### src/rtl/audio_pkg.sv
// Shared widths and voice indices for the three-voice audio mixer.
package audio_pkg;

  localparam int unsigned ENV_W = 5;
  localparam logic [ENV_W-1:0] ENV_MAX = 5'd31;
  localparam int unsigned MIX_W = 7;
  localparam int unsigned ACC_W = 7;

  localparam int unsigned V_KICK  = 0;
  localparam int unsigned V_SNARE = 1;
  localparam int unsigned V_LEAD  = 2;

endpackage

### src/rtl/audio_envelope.sv
// Single-voice 5-bit envelope: trig reloads to max, frame tick decays
// by DECAY and saturates at zero.
module audio_envelope
  import audio_pkg::*;
#(
  parameter int unsigned DECAY = 1
) (
  input  logic             clk,
  input  logic             rst_n,
  input  logic             frame_tick,
  input  logic             trig,
  output logic [ENV_W-1:0] env
);

  localparam logic [ENV_W-1:0] DEC = ENV_W'(DECAY);

  logic [ENV_W-1:0] env_q;
  logic [ENV_W-1:0] env_d;

  // trig has priority over the frame decay
  always_comb begin
    env_d = env_q;
    if (trig) begin
      env_d = ENV_MAX;
    end else if (frame_tick) begin
      env_d = (env_q > DEC) ? env_q - DEC : '0;
    end
  end

  always_ff @(posedge clk or negedge rst_n) begin
    if (!rst_n) begin
      env_q <= '0;
    end else begin
      env_q <= env_d;
    end
  end

  assign env = env_q;

endmodule

### src/rtl/audio_voice_mixer.sv
// Per-voice envelopes, gated 7-bit mix and first-order sigma-delta
// modulator driving the 1-bit audio pin.
module audio_voice_mixer
  import audio_pkg::*;
#(
  parameter int unsigned NUM_VOICES = 3,
  parameter int unsigned DECAY0     = 1,
  parameter int unsigned DECAY1     = 2,
  parameter int unsigned DECAY2     = 2
) (
  input  logic                  clk,
  input  logic                  rst_n,
  input  logic                  frame_tick,
  input  logic [NUM_VOICES-1:0] trig,
  input  logic [NUM_VOICES-1:0] gate,
  output logic [MIX_W-1:0]      mix,
  output logic                  pdm_out
);

  logic [ENV_W-1:0] env [NUM_VOICES];

  for (genvar i = 0; i < NUM_VOICES; i++) begin : g_voice
    localparam int unsigned DEC =
      (i == V_KICK)  ? DECAY0 :
      (i == V_SNARE) ? DECAY1 : DECAY2;

    audio_envelope #(
      .DECAY(DEC)
    ) u_env (
      .clk       (clk),
      .rst_n     (rst_n),
      .frame_tick(frame_tick),
      .trig      (trig[i]),
      .env       (env[i])
    );
  end

  logic [MIX_W-1:0] mix_q;
  logic [MIX_W-1:0] mix_d;
  logic [ACC_W-1:0] acc_q;
  logic [ACC_W-1:0] acc_d;
  logic             pdm_q;
  logic             pdm_d;

  // 3 x 31 = 93 fits in 7 bits, so no clipping
  always_comb begin
    mix_d = '0;
    for (int i = 0; i < NUM_VOICES; i++) begin
      if (gate[i]) begin
        mix_d = mix_d + MIX_W'(env[i]);
      end
    end
  end

  // carry out of acc + mix is the density bit
  always_comb begin
    {pdm_d, acc_d} = {1'b0, acc_q} + {1'b0, mix_q};
  end

  always_ff @(posedge clk or negedge rst_n) begin
    if (!rst_n) begin
      mix_q <= '0;
      acc_q <= '0;
      pdm_q <= 1'b0;
    end else begin
      mix_q <= mix_d;
      acc_q <= acc_d;
      pdm_q <= pdm_d;
    end
  end

  assign mix     = mix_q;
  assign pdm_out = pdm_q;

endmodule

### config.mk
export PLATFORM = sky130hd
export DESIGN_NAME = audio_voice_mixer
export DESIGN_NICKNAME = d
export VERILOG_FILES = /design/src/rtl/audio_pkg.sv /design/src/rtl/audio_envelope.sv /design/src/rtl/audio_voice_mixer.sv
export SDC_FILE = /design/constraint.sdc
export NUM_CORES = 1
export LEC_CHECK = 0
export ABC_AREA = 1
export CORE_AREA = 5 5 83 78
export CTS_CLUSTER_SIZE = 10
export DETAILED_ROUTE_END_ITERATION = 16
export DIE_AREA = 0 0 88 83
export PLACE_DENSITY = 0.57
export SETUP_SLACK_MARGIN = 0.3
export SLEW_MARGIN = 20
export SYNTH_ARGS = -nofsm -noshare
export SYNTH_HDL_FRONTEND = slang
export SYNTH_HIERARCHICAL = 1
export SYNTH_SLANG_ARGS = --single-unit
### constraint.sdc
create_clock -name clk -period 6.88 [get_ports clk]
set_clock_uncertainty 0.15 [all_clocks]
set_input_delay 1.032 -clock clk [delete_from_list [all_inputs] [get_ports clk]]
set_output_delay 1.032 -clock clk [all_outputs]
set_load 0.1 [all_outputs]
==> results of run 1 <==
## worst max path at each step
stage | start | end | cells after the start
3_5_place_dp | gate[0] | mix[4]$_DFF_PN0_ | 14
5_1_grt | gate[0] | mix[4]$_DFF_PN0_ | 14
6_report | gate[0] | mix[4]$_DFF_PN0_ | 14
2_1_floorplan | gate[0] | mix[4]$_DFF_PN0_ | 13
4_1_cts | gate[0] | mix[4]$_DFF_PN0_ | 14
3_3_place_gp | gate[0] | mix[4]$_DFF_PN0_ | 13
## area by class of cell
type,count,area share
clock buffers,6,0.0335
clock inverters,2,0.00508
inverters,42,0.0640
multi-input cells,207,0.489
flip-flops and latches,30,0.305
well taps,70,0.0355
repair buffers,17,0.0680
## Yosys cell counts
| cell type | instances | share of area |
|---|---|---|
| sky130_fd_sc_hd__a21oi_1 | 25 | 0.059 |
| sky130_fd_sc_hd__a21oi_2 | 1 | 0.0041 |
| sky130_fd_sc_hd__and2_1 | 2 | 0.0059 |
| sky130_fd_sc_hd__buf_2 | 1 | 0.0023 |
| sky130_fd_sc_hd__buf_6 | 1 | 0.0053 |
| sky130_fd_sc_hd__dfrtp_1 | 30 | 0.35 |
| sky130_fd_sc_hd__fa_1 | 2 | 0.019 |
| sky130_fd_sc_hd__ha_1 | 21 | 0.12 |
| sky130_fd_sc_hd__inv_1 | 39 | 0.069 |
| sky130_fd_sc_hd__inv_2 | 3 | 0.0053 |
| sky130_fd_sc_hd__nand2_1 | 75 | 0.13 |
| sky130_fd_sc_hd__nand2_2 | 6 | 0.018 |
| sky130_fd_sc_hd__nand2_4 | 1 | 0.0053 |
| sky130_fd_sc_hd__nand3_1 | 25 | 0.059 |
| sky130_fd_sc_hd__nand3_2 | 1 | 0.0047 |
| sky130_fd_sc_hd__nand3b_1 | 1 | 0.0035 |
| sky130_fd_sc_hd__nand4_1 | 1 | 0.0029 |
| sky130_fd_sc_hd__nand4_2 | 1 | 0.0059 |
| sky130_fd_sc_hd__nor2_1 | 14 | 0.025 |
| sky130_fd_sc_hd__nor2_2 | 2 | 0.0059 |
| sky130_fd_sc_hd__o211ai_1 | 1 | 0.0035 |
| sky130_fd_sc_hd__o211ai_2 | 1 | 0.0059 |
| sky130_fd_sc_hd__o21ai_0 | 9 | 0.021 |
| sky130_fd_sc_hd__o21ai_1 | 4 | 0.0094 |
| sky130_fd_sc_hd__o21ai_2 | 2 | 0.0082 |
| sky130_fd_sc_hd__or2_0 | 2 | 0.0059 |
| sky130_fd_sc_hd__or2_2 | 1 | 0.0029 |
| sky130_fd_sc_hd__xnor2_1 | 3 | 0.012 |
| sky130_fd_sc_hd__xor2_1 | 6 | 0.025 |
## cell usage in the layout (no fill, tap or decap), types with 4 or more instances in the layout
cell type and count:
sky130_fd_sc_hd__nand2_1 75, sky130_fd_sc_hd__inv_1 39, sky130_fd_sc_hd__dfrtp_1 30, sky130_fd_sc_hd__nand3_1 25
sky130_fd_sc_hd__a21oi_1 25, sky130_fd_sc_hd__ha_1 21, sky130_fd_sc_hd__clkdlybuf4s50_1 16, sky130_fd_sc_hd__nor2_1 14
sky130_fd_sc_hd__o21ai_0 9, sky130_fd_sc_hd__nand2_2 6, sky130_fd_sc_hd__xor2_1 6, sky130_fd_sc_hd__clkbuf_8 6
sky130_fd_sc_hd__o21ai_1 4
## sequential cells by signal (all words and copies together) (netlist names)
register,count
acc_q,7
g_voice.u_env/env,15
mix,7
pdm_out,1
## logic make-up after synthesis
kind of cell	after synthesis	synth area share
simple gates	132	0.276
buf+inv	44	0.0816
compound gates	43	0.111
flops	30	0.352
fa+ha+maj	23	0.142
xor+xnor	9	0.0370
## metal layers
layer | part of all wire | up-vias | global-route usage
li1 | - | 947 | -
met5 | 0 | - | 0
met4 | 0.012 | 0 | 0.0432
met1 | 0.51 | 776 | 0.176
met3 | 0.046 | 5 | 0.0366
met2 | 0.44 | 28 | 0.200
## worst max-delay path: stages
cell and delay [ns]:
sky130_fd_sc_hd__clkdlybuf4s50_1 0.67, sky130_fd_sc_hd__nand2_1 0.11, sky130_fd_sc_hd__inv_1 0.07, sky130_fd_sc_hd__ha_1 0.19, sky130_fd_sc_hd__ha_1 0.24, sky130_fd_sc_hd__nand2_1 0.05, sky130_fd_sc_hd__o21ai_0 0.19, sky130_fd_sc_hd__fa_1 0.46
sky130_fd_sc_hd__nand2_1 0.09, sky130_fd_sc_hd__a21oi_1 0.06, sky130_fd_sc_hd__or2_2 0.29, sky130_fd_sc_hd__a21oi_1 0.12, sky130_fd_sc_hd__o21ai_0 0.09, sky130_fd_sc_hd__nand2_1 0.07
## per-stage QoR
stage	hold WS [ns]	utilization	total power, µW
final	0.329	0.448	730
after global routing	0.343	0.448	793
after CTS	0.336	0.448	741
after detailed placement	0.319	0.431	584
after global placement	0.306	0.431	577
after floorplan	0.293	-	509
## power groups by stage
stage / Combinational [µW] / Sequential (µW) / Clock (µW)
floorplan: 199 / 310 / 0
global placement: 336 / 241 / 0
detailed placement: 341 / 242 / 0
CTS: 343 / 239 / 159
global route: 382 / 242 / 169
finish: 338 / 238 / 154
==> implementation parameters, run 1 <==
Parameter                              Value

Setup path
  Worst reg2reg setup slack    4.22 ns
  Startpoint kind of the worst setup timing path    input pin
  Sort of element at the end of the critical path    flip-flop
  Endpoint of the worst register-to-register path    mix[4]$_DFF_PN0_
  Critical Path Fanout Max    8
  Required @ worst endpoint    6.96 ns
  Data arrival time of the critical path    3.73 ns
  R2r worst-path depth    13
  Startpoint of the lowest-slack register-to-register path    g_voice[0].u_env/env[0]$_DFFE_PN0P_
  Critical path type    in2reg

Die
  Die width    88 µm
  Starting density of the core    0.388
  Count of pins on the block boundary    17
  Core Box Area    0.00550 mm²
  Die footprint    0.00730 mm²
  Die span in y    83 µm
  Row Count    26

Worst hold path
  Class of the tightest hold or removal check    reg2reg
  Hold-critical path endpoint    acc_q[0]$_DFF_PN0_
  Number of cells on the worst hold path    1
  Worst hold path startpoint    acc_q[0]$_DFF_PN0_

Detailed routing
  Total wire length after detailed routing    4310 µm
  Initial DRC count    52
  Total DRC errors in the routed layout    0
  Number of vias per cell    4.70
  Vias after detailed routing    1756
  Initial DRT Pass Iterations    4
  Routed length per instance    11.5 µm
  Number of nets with antenna violations after detailed routing    0

Place
  Cell count after placement    366
  Final weighted congestion in routability-driven placement    0.822
  Estimated wirelength of the detail-placed design    3270 µm
  Number of port buffers    16
  Placed cell area    0.00237 mm²
  Worst setup timing slack at the placement stage    2.92 ns

Power
  Switching power total    314 µW
  Share of total power in the clock network    0.210
  Internal power component    416 µW
  Leakage    0.00128 µW
  Maximum VDD drop    0.000167 V
  Logic gate share of total power    0.464
  Ratio of total power to cell area    296 mW/mm²
  Sw frac    0.431
  Sequential cell fraction of total power    0.326

Finish
  Diode insertion count for antenna repair    0
  Layout overhead on the synthesized area    15.7%
  Multi-input combinational cell area    0.00121 mm²
  Cell area after layout    0.00246 mm²
  Fraction of layout cells with a size suffix above 1    0.0921
  Final non-filler cell total    374
  FILL cells    552
  Flip-flop and latch area    751 µm²
  Layout Nets    335

Run status
  Run status    complete, no violations

GRT
  Number of global-route vias before repair    1667
  Global router's overall resource usage    0.131
  Leftover overflow at the end of global routing    0
  Initial antenna violation count    0
  Global-route wire length before repair    7580 µm
  Largest net degree at the start of global routing    31

Clock tree
  Clock tree from TritonCTS    yes
  Skew-Pair Late Insertion Delay    0.29 ns
  H-tree lvl count    2
  Bufs on Longest Clock Path    2
  Setup Buffers After CTS    0
  Number of gates given a new drive strength after cts    0
  Cts bufs inserted    5
  Hold-fix buffers, CTS    0
  Clock transition at the registers of the reported paths    0.07 ns
  Number of sinks handled by clock tree synthesis    30
  Clock root buffer    sky130_fd_sc_hd__clkbuf_8

Logic synthesis
  Synthesized instance count    281
  Sequential-to-total area share from yosys stat    0.352
  Synthesis-stage register bit count    30
  Per-instance average area after synthesis    7.58 µm²
  Unique cell type count in the Yosys netlist    29
  YS warnings    6
  Synthesized netlist net count    313
  Combined area of all synthesized cells    0.00213 mm²

STA
  Transition at the pin with the smallest max-transition slack    0.963 ns
  Worst path setup slack after routing    3.22 ns
  Count of final hold-check violations    0
  Number of pins with negative max-slew slack in the final report    0
  RSZ-0062 raised after global routing    no
  Highest clock rate    273 MHz
  Final critical delay including setup and external delays    3.66 ns
  Max-slew headroom    0.356
  Setup_tns    0 ns
  Final worst-path cycle share    0.532
  Count of final setup violators    0

Run
  Max cap viols    0
(Power assumes the default switching activity.)
==> inputs of run 2 (changes only) <==
clock period = 3.75 ns   (was 6.88 ns; I/O delays follow)
==> run 2 against run 1 <==
Final area rose by 0.10%; non-clock buffer count did not move; power rose by 83%; final cell count did not move; setup slack got worse by 2.3 ns; routed wire length fell by 1.6%; sequential power rose by 84%; sequential share of layout area barely moved; via count rose by 0.74%; clock-buffer cell count did not move; worst hold slack improved by 0.0018 ns; global-route usage fell by 0.51 points; highest routed layer unchanged.
==> implementation parameters, run 2 (synthesized netlist as in run 1, its figures left out) <==
Parameter                              Value

Finish
  Layout overhead on the synthesized area    15.8%
  Diode insertion count for antenna repair    0 (unchanged)
  FILL cells    588 (+6.5%)
  Most frequent standard cell in the layout excluding fill and tap cells    sky130_fd_sc_hd__nand2_1
  Leading cell types in the layout, fill and taps excluded    sky130_fd_sc_hd__nand2_1 (75), sky130_fd_sc_hd__inv_1 (39), sky130_fd_sc_hd__dfrtp_1 (30), sky130_fd_sc_hd__nand3_1 (25), sky130_fd_sc_hd__a21oi_1 (25)
  Largest register FFs    15 (unchanged)
  Fraction of layout cells with a size suffix above 1    0.0921 (unchanged)
  Layout Nets    335 (unchanged)

Setup path
  Critical Path Fanout Max    8 (unchanged)
  Startpoint kind of the worst setup timing path    input pin
  Critical path launch point    gate[0]
  Sort of element at the end of the critical path    flip-flop
  Startpoint of the lowest-slack register-to-register path    g_voice[0].u_env/env[0]$_DFFE_PN0P_
  Data arrival time of the critical path    2.90 ns (-0.83 ns)
  Critical path type    in2reg
  Required @ worst endpoint    3.82 ns (-3.14 ns)

GRT
  Initial antenna violation count    0 (unchanged)
  Largest net degree at the start of global routing    31 (unchanged)
  Number of global-route vias before repair    1651 (-0.96%)
  Global-route wire length before repair    7400 µm (-2.4%)
  Global router's overall resource usage    0.126 (-0.00513)
  Leftover overflow at the end of global routing    0 (unchanged)

Die
  Die span in y    83 µm (unchanged)
  Die width    88 µm (unchanged)
  Row Count    26 (unchanged)
  Core Box Area    0.00550 mm² (unchanged)
  Starting density of the core    0.388 (unchanged)
  Count of pins on the block boundary    17 (unchanged)
  Die footprint    0.00730 mm² (unchanged)

Clock tree
  Bufs on Longest Clock Path    2 (unchanged)
  Clock tree from TritonCTS    yes
  Cts bufs inserted    5 (unchanged)
  Number of sinks handled by clock tree synthesis    30 (unchanged)
  H-tree lvl count    2 (unchanged)
  Hold-fix buffers, CTS    0 (unchanged)
  Clock transition at the registers of the reported paths    0.07 ns (about the same)
  Clock root buffer    sky130_fd_sc_hd__clkbuf_8
  Skew-Pair Late Insertion Delay    0.28 ns (about the same)

STA
  Final critical delay including setup and external delays    2.82 ns
  Count of final hold-check violations    0 (unchanged)
  Transition at the pin with the smallest max-transition slack    0.964 ns (+0.000449 ns)
  Final worst-path cycle share    0.753
  RSZ-0062 raised after global routing    no
  Highest clock rate    354 MHz
  Post-Route Hold Slack    0.330 ns (+0.00180 ns)
  Setup_tns    0 ns (unchanged)
  Max-slew headroom    0.355 (about the same)
  Number of pins with negative max-slew slack in the final report    0 (unchanged)
  Count of final setup violators    0 (unchanged)

Worst hold path
  Class of the tightest hold or removal check    reg2reg
  Worst hold path startpoint    acc_q[0]$_DFF_PN0_

Detailed routing
  Routed length per instance    11.3 µm (-1.6%)
  Total DRC errors in the routed layout    0 (unchanged)
  Vias after detailed routing    1769 (+0.74%)
  Initial DRC count    54 (+3.8%)
  Initial DRT Pass Iterations    4 (unchanged)
  Total wire length after detailed routing    4240 µm (-1.6%)
  Number of nets with antenna violations after detailed routing    0 (unchanged)
  Number of vias per cell    4.73 (+0.74%)

Power
  Leakage    0.00129 µW (+0.71%)
  Maximum VDD drop    0.000298 V (+78%)
  Ratio of total power to cell area    542 mW/mm² (+83%)

Run
  Max cap viols    0 (unchanged)

Place
  Number of port buffers    16 (unchanged)
  Estimated wirelength of the detail-placed design    3250 µm (-0.33%)
  Final weighted congestion in routability-driven placement    0.822 (about the same)

Run status
  Run status    complete, no violations
==> run 2: cell types whose count changed in the layout (fill, tap and decap cells not counted) <==
cell                              change
sky130_fd_sc_hd__clkdlybuf4s50_1      -1
sky130_fd_sc_hd__dlymetal6s2s_1       +1
==> run 2: worst paths after layout <==
kind	cells after the start	slack [ns]	to
setup / recovery	14	0.93	mix[4]$_DFF_PN0_
max in group asynchronous	2	2.62	g_voice[2].u_env/env[2]$_DFFE_PN0P_
hold / removal	1	0.33	acc_q[0]$_DFF_PN0_
setup reg to reg	13	1.08	mix[4]$_DFF_PN0_
hold reg to reg	1	0.33	acc_q[0]$_DFF_PN0_
min in group asynchronous	2	0.53	g_voice[1].u_env/env[3]$_DFFE_PN0P_
==> run 2: area by class of cell <==
| cell class | instances | area [µm²] | area share |
|---|---|---|---|
| Multi-Input combinational cell | 207 | 1210 | 0.489 |
| Timing Repair Buffer | 17 | 170 | 0.0690 |
| Tap cell | 70 | 87.6 | 0.0355 |
| Inverter | 42 | 158 | 0.0639 |
| Clock buffer | 6 | 82.6 | 0.0335 |
| Clock inverter | 2 | 12.5 | 0.00507 |
| Sequential cell | 30 | 751 | 0.304 |
==> run 2: power by group <==
group	switching [µW]	internal [µW]	total [µW]
Sequential	40.4	396	437
Combinational	402	219	621
Clock	133	148	281
Total	575	763	1340
==> run 2: metrics by stage <==
step            util  power (µW)  cell area [µm²]  cells  setup WS (ns)
2_1_floorplan      -         934             2130    281          0.994
3_3_place_gp   0.431        1060             2370    366          0.324
3_5_place_dp   0.431        1070             2370    366          0.259
4_1_cts        0.448        1360             2460    374          0.537
5_1_grt        0.449        1450             2470    374          0.595
6_report       0.449        1340             2470    374          0.925
==> run 2: what timing repair did <==
action,in CTS,in global routing
buffers inserted,0,0
resized for setup,0,1
endpoints found under the setup margin,0,2
endpoints found under the hold margin,0,0
==> run 2: worst max-delay path: stages <==
cell	delay, ns
sky130_fd_sc_hd__dlymetal6s2s_1	0.29
sky130_fd_sc_hd__nand2_1	0.11
sky130_fd_sc_hd__inv_1	0.07
sky130_fd_sc_hd__ha_1	0.19
sky130_fd_sc_hd__ha_1	0.24
sky130_fd_sc_hd__nand2_1	0.05
sky130_fd_sc_hd__o21ai_0	0.20
sky130_fd_sc_hd__fa_1	0.47
sky130_fd_sc_hd__nand2_1	0.09
sky130_fd_sc_hd__a21oi_1	0.06
sky130_fd_sc_hd__or2_2	0.29
sky130_fd_sc_hd__a21oi_1	0.12
sky130_fd_sc_hd__o21ai_0	0.09
sky130_fd_sc_hd__nand2_1	0.06
==> run 2: layer usage <==
metal	vias to the layer above	routed length, µm	share of wire	global-route usage
met2	24	1870	0.44	0.197
li1	947	-	-	-
met3	6	164	0.039	0.0287
met1	792	2140	0.50	0.171
met4	0	63	0.015	0.0377
met5	-	0	0	0
